<file path="config.mk">
export PLATFORM = sky130hd
export DESIGN_NAME = hazard_controller
export DESIGN_NICKNAME = d
export VERILOG_FILES = /design/src/rtl/hazard_pkg.sv /design/src/rtl/hazard_controller_mc_sequencer.sv /design/src/rtl/hazard_controller.sv
export SDC_FILE = /design/constraint.sdc
export NUM_CORES = 1
export LEC_CHECK = 0
export BUFFER_PORTS_ARGS = -buffer_cell sky130_fd_sc_hd__buf_2
export CORE_MARGIN = 5
export CORE_UTILIZATION = 53
export CTS_CLUSTER_SIZE = 20
export DETAILED_ROUTE_END_ITERATION = 12
export GPL_ROUTABILITY_DRIVEN = 0
export PLACE_DENSITY = 0.93
export SYNTH_ARGS = -nofsm -noshare
export SYNTH_HDL_FRONTEND = slang
export SYNTH_HIERARCHICAL = 1
export SYNTH_SLANG_ARGS = --single-unit
</file>
<file path="constraint.sdc">
create_clock -name clk -period 3.95 [get_ports clk]
set_clock_uncertainty 0.05 [all_clocks]
set_input_delay 0.79 -clock clk [delete_from_list [all_inputs] [get_ports clk]]
set_output_delay 0.79 -clock clk [all_outputs]
set_load 0.01 [all_outputs]
</file>
<file path="src/rtl/hazard_pkg.sv">
// hazard_pkg
// Shared types and constants for the pipeline hazard controller.
//   fwd_sel_t  : EX ALU operand select (register file / writeback / memory)
//   mc_state_t : multi-cycle sequencer state
//   fwd_select : forwarding priority (M over W, x0 never forwarded)
package hazard_pkg;

    typedef enum logic [1:0] {
        FWD_RF  = 2'b00,
        FWD_WB  = 2'b01,
        FWD_MEM = 2'b10
    } fwd_sel_t;

    localparam logic [1:0] RESULT_SRC_LOAD = 2'b01;

    typedef enum logic {
        IDLE = 1'b0,
        BUSY = 1'b1
    } mc_state_t;

    function automatic fwd_sel_t fwd_select(
        input logic [4:0] rs,
        input logic [4:0] rd_m,
        input logic       wr_m,
        input logic [4:0] rd_w,
        input logic       wr_w
    );
        if (wr_m && (rd_m != 5'd0) && (rd_m == rs))
            return FWD_MEM;
        else if (wr_w && (rd_w != 5'd0) && (rd_w == rs))
            return FWD_WB;
        else
            return FWD_RF;
    endfunction

endpackage

</file>
<file path="src/rtl/hazard_controller_mc_sequencer.sv">
// mc_sequencer
// Holds the pipeline while a multi-cycle EX operation runs for MC_LATENCY
// cycles. mc_cnt is a down-counter loaded with MC_LATENCY-2 on start; the
// cycle where it reads zero in BUSY is the completion cycle.
//
// state | meaning
// IDLE  | no multi-cycle op in flight; MultiCycleE starts one (McStartE)
// BUSY  | op in flight; hold while mc_cnt!=0, McDoneE when mc_cnt==0
//
// Ports:
//   clk, reset    : clock, synchronous active-high reset
//   MultiCycleE   : EX instruction needs the multi-cycle unit
//   mcHold        : hold F/D/E, bubble M
//   McStartE      : one-cycle pulse on the start cycle
//   McDoneE       : one-cycle pulse on the completion cycle
module mc_sequencer
    import hazard_pkg::*;
#(
    parameter int MC_LATENCY = 4
) (
    input  logic clk,
    input  logic reset,
    input  logic MultiCycleE,
    output logic mcHold,
    output logic McStartE,
    output logic McDoneE
);

    // Counter only needs to hold 0..MC_LATENCY-2; keep at least one bit.
    localparam int CNT_W = (MC_LATENCY > 2) ? $clog2(MC_LATENCY - 1) : 1;
    localparam logic [CNT_W-1:0] CNT_LOAD = CNT_W'(MC_LATENCY - 2);

    mc_state_t        state;
    logic [CNT_W-1:0] mc_cnt;
    logic             idle_start;
    logic             busy_run;
    logic             busy_last;

    assign idle_start = (state == IDLE) && MultiCycleE;
    assign busy_run   = (state == BUSY) && (mc_cnt != '0);
    assign busy_last  = (state == BUSY) && (mc_cnt == '0);

    // Outputs are suppressed while reset is high so an aborted op never
    // reports completion.
    assign mcHold   = !reset && (idle_start || busy_run);
    assign McStartE = !reset && idle_start;
    assign McDoneE  = !reset && busy_last;

    always_ff @(posedge clk) begin
        if (reset) begin
            state  <= IDLE;
            mc_cnt <= '0;
        end else begin
            case (state)
                IDLE: begin
                    if (MultiCycleE) begin
                        state  <= BUSY;
                        mc_cnt <= CNT_LOAD;
                    end
                end
                BUSY: begin
                    if (mc_cnt != '0)
                        mc_cnt <= mc_cnt - 1'b1;
                    else
                        state <= IDLE;
                end
                default: begin
                    state  <= IDLE;
                    mc_cnt <= '0;
                end
            endcase
        end
    end

endmodule

</file>
<file path="src/rtl/hazard_controller.sv">
// hazard_controller
// Hazard unit for the 5-stage RISC-V pipeline: EX operand forwarding,
// load-use stall, branch/jump flush, multi-cycle EX hold and a saturating
// stall-cycle counter.
//
// Ports:
//   clk, reset                   : clock, synchronous active-high reset
//   Rs1D/Rs2D                    : Decode source registers
//   Rs1E/Rs2E/RdE                : Execute source/destination registers
//   RdM/RegWriteM, RdW/RegWriteW : later-stage destinations and write enables
//   ResultSrcE                   : EX result source (01 = load)
//   PCSrcE                       : taken branch/jump resolved in EX
//   MultiCycleE                  : EX instruction uses the multi-cycle unit
//   ForwardAE/ForwardBE          : ALU operand selects (00 RF, 01 W, 10 M)
//   StallF/StallD/StallE         : pipeline register holds
//   FlushD/FlushE/FlushM         : pipeline register clears
//   McStartE/McDoneE             : multi-cycle start / completion pulses
//   StallCount                   : saturating count of StallD cycles
module hazard_controller
    import hazard_pkg::*;
#(
    parameter int MC_LATENCY  = 4,
    parameter int STALL_CNT_W = 32
) (
    input  logic                   clk,
    input  logic                   reset,
    input  logic [4:0]             Rs1D,
    input  logic [4:0]             Rs2D,
    input  logic [4:0]             Rs1E,
    input  logic [4:0]             Rs2E,
    input  logic [4:0]             RdE,
    input  logic [4:0]             RdM,
    input  logic [4:0]             RdW,
    input  logic [1:0]             ResultSrcE,
    input  logic                   RegWriteM,
    input  logic                   RegWriteW,
    input  logic                   PCSrcE,
    input  logic                   MultiCycleE,
    output logic [1:0]             ForwardAE,
    output logic [1:0]             ForwardBE,
    output logic                   StallF,
    output logic                   StallD,
    output logic                   StallE,
    output logic                   FlushD,
    output logic                   FlushE,
    output logic                   FlushM,
    output logic                   McStartE,
    output logic                   McDoneE,
    output logic [STALL_CNT_W-1:0] StallCount
);

    fwd_sel_t fwd_a;
    fwd_sel_t fwd_b;
    logic     lw_stall;
    logic     mc_hold;

    mc_sequencer #(
        .MC_LATENCY (MC_LATENCY)
    ) u_mc_sequencer (
        .clk         (clk),
        .reset       (reset),
        .MultiCycleE (MultiCycleE),
        .mcHold      (mc_hold),
        .McStartE    (McStartE),
        .McDoneE     (McDoneE)
    );

    assign fwd_a = fwd_select(Rs1E, RdM, RegWriteM, RdW, RegWriteW);
    assign fwd_b = fwd_select(Rs2E, RdM, RegWriteM, RdW, RegWriteW);

    assign ForwardAE = reset ? FWD_RF : fwd_a;
    assign ForwardBE = reset ? FWD_RF : fwd_b;

    assign lw_stall = (ResultSrcE == RESULT_SRC_LOAD) && (RdE != 5'd0) &&
                      ((Rs1D == RdE) || (Rs2D == RdE));

    // mc_hold is already forced low by the sequencer during reset.
    assign StallF = !reset && (lw_stall || mc_hold);
    assign StallD = StallF;
    assign StallE = mc_hold;

    // A held EX instruction must not be bubbled, so mc_hold masks FlushE.
    assign FlushD = reset || PCSrcE;
    assign FlushE = reset || ((lw_stall || PCSrcE) && !mc_hold);
    assign FlushM = reset || mc_hold;

    always_ff @(posedge clk) begin
        if (reset)
            StallCount <= '0;
        else if (StallD && (StallCount != '1))
            StallCount <= StallCount + 1'b1;
    end

endmodule

</file>
After elaboration in Yosys (flattened, before gate mapping). Cells that the tools add are included.

Output and inout port bits: 44. Bits of input ports: 43. Word-level logic and storage cells: 60. Flip-flop bits (word level): 35.

Muxes and demuxes: 12. Equality and inequality tests: 10. Bitwise logic cells: 1. Add/sub/neg operators: 2. Reductions and logical operators: 32.

Operators by type and width (number): adder 32 x 1 -> 32 bit, second input constant (1); inequality test 32 bit, second input constant (1); equality test 5 bit (6); logical AND 1 bit (17); nonzero test 5 bit (3); 2-to-1 mux 2 bit (6); logical OR 1 bit (7); 2-to-1 mux 1 bit (4); inequality test 2 bit, second input constant (2); one-hot mux 2 bit (2 select lines) (1); equality test 2 x 1 -> 1 bit, second input constant (1); logical NOT 1 bit (2); logical NOT 2 bit (1); one-hot mux 1 bit (2 select lines) (1); AND reduction 2 bit (1); nonzero test 2 bit (1); subtractor 2 x 1 -> 2 bit, second input constant (1); inverter 1 bit (1).

Depth between registers and ports, before layout.
Word-level depth: 7. Depth in mapped cells: 10. Gate-level depth less buffers: 8.

Modules after synthesis. Netlist, hierarchy kept.

By module, submodules not included: hazard_controller (times used 1, cells each 267, area an instance 2143.3 um^2, seq. area each 640.6 um^2); mc_sequencer (times used 1, cells each 18, area an instance 168.9 um^2, seq. area each 60.1 um^2).

Worst setup path after synthesis. No wires, ideal clock.

Path kind: input port to output port. Start point: input port RdM[1]. End point: output port ForwardAE[0]. Required time: 3110 ps. Stages: 4. Path slack: 957 ps. Buffers on the path: 0. Data arrival time: 2153 ps. Cell sequence: or4_1 -> o21ai_0 -> nor3_1 -> nor4_1.

Word-level cells in the longest chain between the ends: 5. Elaborated cells on any way between the ends: 6. Classes of those cells: eq/ne (1); mux (2); reduce/logical (3).

RTL lines: start, declared (RTL line hazard_controller.sv:32) `input logic [4:0] RdM,`; nonzero test 5 bit (RTL line hazard_pkg.sv:28) `if (wr_m && (rd_m != 5'd0) && (rd_m == rs))`; logical AND 1 bit (RTL line hazard_pkg.sv:28); logical AND 1 bit * (RTL line hazard_pkg.sv:28); 2-to-1 mux 2 bit * (RTL line hazard_pkg.sv:28); 2-to-1 mux 2 bit * (RTL line hazard_controller.sv:71) `assign ForwardAE = reset ? FWD_RF : fwd_a;`; end, declared (RTL line hazard_controller.sv:39) `output logic [1:0] ForwardAE,`.

Mark *: on every way between the ends. The rest lies on a longest branch, timed or not.

Final worst setup path. Same ends and word-level chain as after synthesis.

==> load_flow_metrics.sql <==
INSERT INTO impl_metrics (metric_group, metric, value, unit) VALUES
('run_status', 'outcome', 'completed', ''),
('floorplanning', 'floorplan.die.width', '76.1', 'µm'),
('timing', 'final.period_utilization', '0.812', ''),
('placed_design', 'dpl_worst_slack', '0.724', 'ns'),
('grt', 'grt_antenna_before_repair', '0', ''),
('critical_path', 'worst_setup_path_start_kind', 'input port', ''),
('power', 'power.share.combinational', '0.159', ''),
('timing', 'fmax', '312', 'MHz'),
('timing', 'timing.final.setup_violations', '0', ''),
('route', 'drt_pass1_iterations', '4', ''),
('clocking', 'clk-insertion-delay-late', '0.29', 'ns'),
('power', 'internal_power', '0.568', 'mW'),
('final_layout', 'mostFrequentLayoutCells', '86 x sky130_fd_sc_hd__buf_2, 35 x sky130_fd_sc_hd__dfxtp_1, 33 x sky130_fd_sc_hd__a21oi_1', ''),
('clocking', 'numClockSinks', '35', ''),
('floorplanning', 'fp.coreArea', '0.00429', 'mm²'),
('final_layout', 'area_delta_synth_final', '23.8', '%'),
('final_layout', 'nNetsFinal', '414', ''),
('timing', 'hold_violations_final', '0', ''),
('floorplanning', 'die_height', '76.1', 'µm'),
('floorplanning', 'total_die_area', '0.00578', 'mm²'),
('logic_synthesis', 'seq_cells_post_synth', '35', ''),
('power', 'p_per_area', '270', 'mW/mm²'),
('logic_synthesis', 'synth_cells', '285', ''),
('logic_synthesis', 'netlist-cell-type-count', '48', ''),
('logic_synthesis', 'synth_edf_count', '0', ''),
('grt', 'first_global_vias', '2450', ''),
('critical_path', 'worst_setup_path_end_kind', 'primary output', ''),
('clocking', 'clock_path_buffers', '2', ''),
('final_layout', 'layout.cells.most_common', 'sky130_fd_sc_hd__buf_2', ''),
('critical_path', 'cp.arrival', '2.37', 'ns'),
('clocking', 'post-cts-setup-buffer-count', '0', ''),
('critical_path', 'worstSetupPathType', 'in -> out', ''),
('timing', 'worst_slew_pin_slew', '0.679', 'ns'),
('grt', 'grt_max_degree', '43', ''),
('floorplanning', 'rows', '24', ''),
('floorplanning', 'starting_density_of_the_core', '0.538', ''),
('route', 'vias', '2504', ''),
('clocking', 'cts_resized', '0', ''),
('power', 'netsw', '0.204', 'mW'),
('clocking', 'htree_num_levels', '2', ''),
('grt', 'track_usage', '0.215', ''),
('clocking', 'clkSlewWorstSetupHoldPaths', '0.07', 'ns'),
('timing', 'slack_of_the_critical_path', '0.745', 'ns'),
('logic_synthesis', 'async_flop_share', '0', ''),
('logic_synthesis', 'mapped_cell_area', '0.00231', 'mm²'),
('critical_path', 'worst_ep_required_time', '3.11', 'ns'),
('placed_design', 'dpl.hpwl', '4.71', 'mm'),
('route', 'final_antenna_net_count', '0', ''),
('logic_synthesis', 'synth.yosys.seq_area_share', '0.303', ''),
('clocking', 'cts_tree', 'done', ''),
('timing', 'max-slew-margin-rel', '0.545', ''),
('route', 'drcViolationCount', '0', ''),
('power', 'power.static_leakage', '1.16', 'nW'),
('critical_path', 'path_max_fanout', '4', ''),
('route', 'detail_route.vias_per_cell', '5.93', ''),
('run', 'max_cap_violations', '0', ''),
('timing', 'finalMaxSlewViolations', '0', ''),
('route', 'initialDrtViolationCount', '199', ''),
('final_layout', 'antenna-diode-count', '0', ''),
('placed_design', 'buffer_ports.inserted', '86', ''),
('power', 'clock_group_share_of_total_power', '0.375', ''),
('logic_synthesis', 'synthesis.yosys.warnings', '6', ''),
('clocking', 'clockRootBuffer', 'sky130_fd_sc_hd__clkbuf_8', ''),
('logic_synthesis', 'mappedNetlistNets', '330', ''),
('route', 'wirelength', '6.27', 'mm'),
('power', 'worst_ir_drop_vdd', '0.000168', 'V'),
('floorplanning', 'top_level_ports', '87', ''),
('route', 'wl_per_cell', '14.9', 'µm'),
('clocking', 'cts-buffers-inserted', '5', ''),
('timing', 'fin_setup_tns', '0', 'ns'),
('clocking', 'post_cts_hold_fix_bufs', '0', ''),
('logic_synthesis', 'post_synth.cell_area_avg', '8.11', 'µm²'),
('logic_synthesis', 'ys_dominant_reg_cell', 'sky130_fd_sc_hd__dfxtp_1', ''),
('power', 'power_frac_seq', '0.466', ''),
('worst_hold_path', 'worstHoldPathType', 'reg -> reg', ''),
('final_layout', 'drive_gt1_frac', '0.292', ''),
('grt', 'global_route.overflow_total', '0', ''),
('grt', 'grt_pass1_wl', '10.6', 'mm'),
('timing', 'fin_crit', '3.21', 'ns'),
('power', 'netSwitchingFraction', '0.264', ''),
('timing', 'grt_setup_unrepaired', 'false', '');
## critical path, cell delays in order
cell and delay [ns]:
sky130_fd_sc_hd__buf_2 0.12, sky130_fd_sc_hd__or4_1 0.50, sky130_fd_sc_hd__o21ai_0 0.36, sky130_fd_sc_hd__nor3_1 0.12
sky130_fd_sc_hd__nor4_1 0.29, sky130_fd_sc_hd__buf_2 0.18
## layout make-up
class / instances / area, µm²
Multi-Input combinational cell: 234 / 1530
Tap cell: 52 / 65.1
Fill cell: 371 / 1430
Timing Repair Buffer: 89 / 453
Sequential cell: 35 / 701
Inverter: 4 / 15.0
Clock buffer: 8 / 100
## logic make-up after synthesis
family                   Yosys count  share of synthesized area
buffers and inverters             16                     0.0363
multiplexers                       3                     0.0141
AO/OA/AOI/OAI                     72                      0.185
XOR/XNOR                          31                      0.117
flip-flops                        35                      0.303
adder cells (fa/ha/maj)            2                     0.0108
AND/OR/NAND/NOR                  126                      0.334
## power by group through the flow
stage	registers (mW)	clock network, mW	logic, mW
3_5_place_dp	0.368	0	0.122
3_3_place_gp	0.367	0	0.118
6_report	0.360	0.290	0.123
2_1_floorplan	0.368	0	0.0740
5_1_grt	0.360	0.307	0.136
4_1_cts	0.360	0.291	0.123
## through the flow
stage | cell area [µm²] | power (mW) | hold slack, ns | util | cells
after global routing | 2860 | 0.803 | 0.470 | 0.666 | 422
after global placement | 2760 | 0.486 | 0.426 | 0.643 | 414
after CTS | 2860 | 0.773 | 0.451 | 0.666 | 422
final | 2860 | 0.772 | 0.446 | 0.666 | 422
after detailed placement | 2760 | 0.490 | 0.443 | 0.643 | 414
after floorplan | 2310 | 0.442 | 0.416 | - | 285
## sequential cells by signal, summed over array words and instances, names as in the netlist
signal,flops
StallCount,32
u_mc_sequencer/mc_cnt,2
u_mc_sequencer/state,1
## routing by layer
layer / wire length (µm) / global-route usage
met1: 2290 / 0.226
met2: 3410 / 0.405
met3: 467 / 0.0662
met4: 100 / 0.0647
met5: 0 / 0
## path summary, 6_finish.rpt
check	endpoint	cells past startpoint	slack, ns	startpoint
max	ForwardAE[0]	6	0.74	RdM[1]
min	StallCount[31]$_SDFFE_PP0P_	2	0.45	StallCount[31]$_SDFFE_PP0P_
max reg2reg	StallCount[15]$_SDFFE_PP0P_	8	1.06	u_mc_sequencer/mc_cnt[0]$_SDFFE_PP0P_
min reg2reg	StallCount[31]$_SDFFE_PP0P_	2	0.45	StallCount[31]$_SDFFE_PP0P_
## synth_stat cells (4+ instances only)
cell type / instances / share of area
sky130_fd_sc_hd__dfxtp_1: 35 / 0.30
sky130_fd_sc_hd__a21oi_1: 33 / 0.071
sky130_fd_sc_hd__xor2_1: 21 / 0.080
sky130_fd_sc_hd__nand2_1: 18 / 0.029
sky130_fd_sc_hd__or3_1: 16 / 0.043
sky130_fd_sc_hd__nand3_1: 14 / 0.030
sky130_fd_sc_hd__or4_1: 14 / 0.045
sky130_fd_sc_hd__nor2_1: 12 / 0.019
sky130_fd_sc_hd__o21ai_1: 12 / 0.026
sky130_fd_sc_hd__o31ai_1: 11 / 0.036
sky130_fd_sc_hd__xnor2_1: 10 / 0.038
sky130_fd_sc_hd__and3_1: 7 / 0.019
sky130_fd_sc_hd__nand4_1: 7 / 0.019
sky130_fd_sc_hd__o21ai_0: 7 / 0.015
sky130_fd_sc_hd__clkbuf_1: 5 / 0.0081
sky130_fd_sc_hd__nor4_1: 5 / 0.014
sky130_fd_sc_hd__and4_1: 4 / 0.015
sky130_fd_sc_hd__buf_2: 4 / 0.0087
sky130_fd_sc_hd__inv_1: 4 / 0.0065
sky130_fd_sc_hd__nor2b_1: 4 / 0.011
sky130_fd_sc_hd__nor3_1: 4 / 0.0087
No activity file was read; power rests on OpenSTA's default activity.
